**config.mk**
```make
export PLATFORM = sky130hd
export DESIGN_NAME = regfile_wb_arbiter
export DESIGN_NICKNAME = d
export VERILOG_FILES = /design/src/rtl/regfile_wb_arbiter.sv
export SDC_FILE = /design/constraint.sdc
export NUM_CORES = 1
export LEC_CHECK = 0
export ABC_AREA = 1
export CORE_MARGIN = 2
export CORE_UTILIZATION = 48
export CTS_BUF_LIST = sky130_fd_sc_hd__clkbuf_8
export CTS_CLUSTER_SIZE = 30
export DETAILED_ROUTE_END_ITERATION = 10
export PLACE_DENSITY_LB_ADDON = 0.05
export SKIP_LAST_GASP = 1
export SYNTH_ARGS = -nofsm -noshare
export SYNTH_HDL_FRONTEND = slang
export SYNTH_SLANG_ARGS = --single-unit
```
**constraint.sdc**
```tcl
create_clock -name clk -period 2.14 [get_ports clk]
set_input_delay 0.535 -clock clk [delete_from_list [all_inputs] [get_ports clk]]
set_output_delay 0.535 -clock clk [all_outputs]
set_load 0.01 [all_outputs]
```
**src/rtl/regfile_wb_arbiter.sv**
```systemverilog
// regfile_wb_arbiter: arbitrates two writeback sources (pipeline "a" and
// multicycle unit "b") onto a single register-file write port, and keeps a
// busy scoreboard for registers reserved by multicycle issues.
// Optional build macro WB_FAIRNESS_EN: b wins after losing two cycles in a row.
module regfile_wb_arbiter (
   input  logic        clk,
   input  logic        reset,
   input  logic        a_valid,
   input  logic [4:0]  a_dst,
   input  logic [31:0] a_data,
   output logic        a_ready,
   input  logic        b_valid,
   input  logic [4:0]  b_dst,
   input  logic [31:0] b_data,
   output logic        b_ready,
   input  logic        iss_valid,
   input  logic [4:0]  iss_dst,
   input  logic [4:0]  srcA,
   input  logic [4:0]  srcB,
   output logic        hazardA,
   output logic        hazardB,
   output logic        writeReg,
   output logic [4:0]  dstReg,
   output logic [31:0] data
);

   localparam int unsigned REG_W  = 5;
   localparam int unsigned DATA_W = 32;
   localparam int unsigned NREG   = 32;

   logic [NREG-1:1]   busy;
   logic [NREG-1:1]   busy_d;
   logic              pend;
   logic [REG_W-1:0]  pend_dst;
   logic [NREG-1:0]   pending;
   logic              starve;
   logic              acc_a;
   logic              acc_b;

`ifdef WB_FAIRNESS_EN
   logic [1:0] wait_cnt;

   // Starvation counter: consecutive cycles b waited without being accepted.
   always_ff @(posedge clk or negedge reset) begin
      if (!reset) begin
         wait_cnt <= 2'd0;
      end else if (!b_valid || acc_b) begin
         wait_cnt <= 2'd0;
      end else begin
         wait_cnt <= wait_cnt + 2'd1;
      end
   end

   assign starve = (wait_cnt == 2'd2);
`else
   assign starve = 1'b0;
`endif

   // Grant: a has fixed priority unless b is starving; depends only on valids/state.
   always_comb begin
      a_ready = !starve;
      b_ready = starve || !a_valid;
      acc_a   = a_valid && a_ready;
      acc_b   = b_valid && b_ready;
   end

   // Register-file write port: one cycle after acceptance, r0 writes suppressed.
   always_ff @(posedge clk or negedge reset) begin
      if (!reset) begin
         writeReg <= 1'b0;
         dstReg   <= REG_W'(0);
         data     <= DATA_W'(0);
      end else if (acc_a) begin
         writeReg <= (a_dst != REG_W'(0));
         dstReg   <= a_dst;
         data     <= a_data;
      end else if (acc_b) begin
         writeReg <= (b_dst != REG_W'(0));
         dstReg   <= b_dst;
         data     <= b_data;
      end else begin
         writeReg <= 1'b0;
      end
   end

   // Tracks the b write currently being presented to the register file.
   always_ff @(posedge clk or negedge reset) begin
      if (!reset) begin
         pend     <= 1'b0;
         pend_dst <= REG_W'(0);
      end else begin
         pend     <= acc_b && (b_dst != REG_W'(0));
         pend_dst <= b_dst;
      end
   end

   // Scoreboard next state: in-flight b write clears, issue sets; set wins.
   always_comb begin
      busy_d = busy;
      for (int i = 1; i < int'(NREG); i++) begin
         if (pend && (pend_dst == REG_W'(i))) begin
            busy_d[i] = 1'b0;
         end
         if (iss_valid && (iss_dst == REG_W'(i))) begin
            busy_d[i] = 1'b1;
         end
      end
   end

   // Scoreboard register.
   always_ff @(posedge clk or negedge reset) begin
      if (!reset) begin
         busy <= '0;
      end else begin
         busy <= busy_d;
      end
   end

   // Hazard view: busy bits plus the b write in flight; r0 never hazards.
   always_comb begin
      pending = {busy, 1'b0};
      if (pend) begin
         pending = pending | (NREG'(1) << pend_dst);
      end
      pending[0] = 1'b0;
      hazardA    = pending[srcA];
      hazardB    = pending[srcB];
   end

endmodule

```
Word level (Yosys, flattened, before mapping)
Index checks and enable logic that the tools add are counted.
Storage, ports and cells
  bits in registers: 75
  bits in latches: 0
  memory bits (writable): 0
  ROM bits: 0
  output and inout bits: 42
  word-level logic and storage cells: 274
  memories: 0
Operators by class
  add/subtract/negate cells: 0
  multiply operators: 0
  divide/modulo/power cells: 0
  $lt $le $gt $ge: 2
  equality and inequality tests: 62
  shifts and indexed selects: 1
  multiplexer cells: 73
  bitwise logic cells: 1
  reductions and logical operators: 99
Operators with widths (count)
  $eq 5x5->1 const B: 32
  $mux 32: 3
  $eq 5x4->1 const B: 16
  $mux 1: 66
  $logic_and 1x1->1: 64
  $reduce_bool 2->1: 32
  $eq 5x3->1 const B: 8
  $or 32x32->32: 1
  $shl 1x5->32 const A: 1
  $eq 5x2->1 const B: 4
  $lt 5x6->1 const B: 2
  $bmux 1 s5: 2
  $eq 5x1->1 const B: 2
  $mux 5: 2
  $reduce_bool 5->1: 2
  $logic_not 1->1: 1

Depth between registers and ports, before layout
  depth in word-level cells: 5
  gate-level depth with buffers: 12
  depth with buffers taken out: 12

Worst setup path after synthesis
Ideal clock, no wire load.
  path type: input -> output
  start point: input srcB[1]
  end point: output hazardB
  arrival time: 1482 ps
  setup slack: 123 ps
  stages on the path: 9
  buffers on the path: 1
  cells stage by stage: buf_4 -> nor2_1 -> a21boi_0 -> nor2_1 -> nand2_1 -> nand3_1 -> nand2_1 -> nand2_1 -> nand2_1
On the way
  longest elaborated chain between the ends: 2
RTL lines
  start, declared: RTL line 19  | input logic [4:0] srcB,
  $bmux 1 s5: RTL line 127  | hazardB = pending[srcB];
  $mux 1 (not written as such): RTL line 127
  end, declared: RTL line 21  | output logic hazardB,
Every way passes these cells. The select of a mux whose other input is x is not followed.

Worst setup path in the final report
  start point: register pend_dst[0]
  end point: output hazardB
On the way
  longest elaborated chain between the ends: 5
RTL lines
  start, declared: RTL line 34  | logic [REG_W-1:0] pend_dst;
  start signal, assigned: RTL line 93  | pend_dst <= b_dst;
  $shl 1x5->32: RTL line 123  | pending = pending | (NREG'(1) << pend_dst);
  $or 32x32->32: RTL line 123
  $mux 32: RTL line 122  | if (pend) begin
  $bmux 1 s5: RTL line 127
  $mux 1 (not written as such): RTL line 127
Every way passes these cells. The select of a mux whose other input is x is not followed.

==> impl_metrics.ini <==
[worst_setup_path]
crit_chain = buf_6 -> nor2_4 -> buf_12 -> buf_4 -> nand3_4 -> nand2_4 -> a21oi_2 -> nand3_1 -> nand3_1 -> nand2_1 -> nand2_1 -> nand2_1 -> buf_2
crit_type = flop to primary output
crit_fanout = 7
crit_path_max_incr_delay_ps = 430
reg2regPathDepth = 8
crit_slowest_cell = dfrtp_1
arrival_ps = 2030
r2r_end = busy[8]
crit_path_end_kind = primary output
required_ps = 1600
worst_path_most_repeated_cell = nand2_1
r2r_start = pend
start_kind = flop
r2r_slack_ps = 580

[power]
pwr_density_cell_nw_per_um2 = 644.5
power.total_w = 0.004372
p_leak_nw = 3.226
ir_drop_uv = 514.8

[detailed_routing]
drt-total-wl_um = 16960
routedWlPerCell_um = 19.52
vias = 5015
dr.pass1.iters = 5
drt_iter0_drc = 577
antenna_left = 0
remaining_drc_errors = 0
routed_via_density = 5.771

[min_path]
min_path_type = input pin to async pin

[global_route]
busiest_layer = met2
grt_pass1_vias = 5162
grtUsageMet2_pct = 64.00
antenna_found_initial = 0
grt_pass1_wl_um = 26010
met3_usage_pct = 10.10
gr-usage-met1_pct = 41.45
grt_max_degree = 76
track_usage_pct = 37.79
gr-total-overflow = 0

[clock_tree]
cts_htree_levels = 3
cts_tree = done
path_clk_slew_ps = 80
cts.path.max_buffers = 2
cts_buffers = 9
clock_latency_ps = 350
cts_root_buf = clkbuf_8
hold_buffers = 0
cts_num_sinks = 75

[synth]
synth.most_common_cell = nand2_1
seq_area_frac_synth_pct = 45.97
yosys.area.top_type_share_pct = 45.97
ys_ff_latch = 75
synth_area_leaders = dfrtp_1, nand2_1, nand3_1, a22o_1, inv_1
synth_area_um2 = 4083
synth_edf_count = 0
netlist-cell-type-count = 20
yosys-top-cells-count = nand2_1, nand3_1, dfrtp_1
avgSynthCellArea_um2 = 7.239
async_flop_share_pct = 100.0
yosys_warnings = 0
syn_nets = 658
synthCells = 564
yosysTopAreaCell = dfrtp_1
ys.flop_type = dfrtp_1

[sta]
fin_crit_sh_pct = 119.8
period_needed_ps = 2563
final-hold-violation-count = 0
fmax_ghz = 0.3902
worst_slack_ps = -422.9
clock_skew_ps = 7.857
final_max_slew_viol_count = 0
setup_tns_ps = -844.6
rsz0062_at_grt = true
setup_violations = 2

[die]
row_count = 33
die_x_um = 96.23
design.die.area_um2 = 9259
fp.coreArea_um2 = 8217
die_h_um = 96.23
ios = 136
start_util_pct = 49.69

[status]
status = complete, but fails checks
failed_checks = setup timing

[layout]
multi_input_area_um2 = 2285
ff_latch_area_um2 = 1881
antenna_cells = 0
final_nets = 854
drive_gt1_share_pct = 22.91
finalCoreUtilization_pct = 82.55
fillers = 444
area_growth_pct = 66.14

[placement]
place.gp.congestion = 0.9948
preCtsSetupSlack_ps = -811.8
dp_hpwl_um = 11420
port_buffers = 134

[flow_run]
max_cap_violations = 0
-- placed cells by master (no fill, tap or decap), drive strengths merged --
| master | count |
|---|---|
| dfrtp | 75 |
| o21ai | 4 |
| a21boi | 1 |
| bufinv | 2 |
| or2 | 1 |
| nand3 | 113 |
| inv | 61 |
| clkinvlp | 2 |
| nand2 | 192 |
| nor2 | 48 |
| a32o | 1 |
| a22o | 30 |
| clkdlybuf4s50 | 126 |
| buf | 75 |
| nor3 | 1 |
| clkbuf | 10 |
| a21oi | 15 |
| o41ai | 1 |
| conb | 1 |
| dlygate4sd2 | 5 |
-- worst max-delay path by stage --
| stage | startpoint | end | slack (ps) | depth (start not counted) |
|---|---|---|---|---|
| CTS | pend | hazardA | -310 | 13 |
| global route | pend_dst[2] | hazardA | -510 | 12 |
| floorplan | srcB[1] | hazardB | 120 | 9 |
| finish | pend_dst[0] | hazardB | -420 | 13 |
| global placement | srcB[1] | hazardB | -760 | 10 |
| detailed placement | srcA[0] | hazardA | -810 | 12 |
-- kinds of logic (layout without fill, tap and decap cells) --
logic type	after synthesis	after routing	synth area share [%]
and+or+nand+nor	355	355	36.38
buffers and inverters	81	281	8.121
AOI/OAI and AO/OA	52	52	9.439
DFF	75	75	45.97
other	1	1	0.09185
-- critical path: cells and delay by family, from the launching register on --
kind            cells  cell delay (ps)
simple gates        8              630
buf+inv             4              550
flops               1              430
compound gates      1               60
-- layout make-up --
| class | count | share of cell area [%] |
|---|---|---|
| multi-input combinational | 408 | 33.68 |
| timing repair buffer | 206 | 30.07 |
| sequential | 75 | 27.73 |
| inverter | 60 | 3.394 |
| clock buffer | 10 | 2.029 |
| tap | 105 | 1.937 |
| clock inverter | 5 | 1.162 |
-- per-layer routing --
layer / vias to the layer above / routed length (µm)
met5: - / 0
met4: 0 / 1107
met3: 98 / 1411
met2: 340 / 8561
met1: 2355 / 5881
li1: 2222 / -
-- sequential cells by signal, summed over array words and instances (netlist names) --
register,cells
dstReg,5
pend_dst,5
writeReg,1
busy,31
data,32
pend,1
-- what timing repair did --
| item | CTS | global route |
|---|---|---|
| pin swaps | 21 | 9 |
| buffers inserted | 13 | 3 |
| resized for setup | 117 | 19 |
| endpoints found under the setup margin | 3 | 2 |
| cloned | 1 | 0 |
-- through the flow --
step	instances	cell area, µm²	hold WS [ps]
3_3_place_gp	837	5952	478.8
4_1_cts	866	6684	210.6
5_1_grt	869	6783	237.2
3_5_place_dp	837	5952	482.3
6_report	869	6783	178.9
2_1_floorplan	564	4083	239.4
-- power by group --
group | internal, W | switching [W]
sequential | 0.00164 | 0.000154
clock | 0.000679 | 0.000563
combinational | 0.000642 | 0.000698
No activity file was read; power rests on OpenSTA's default activity.
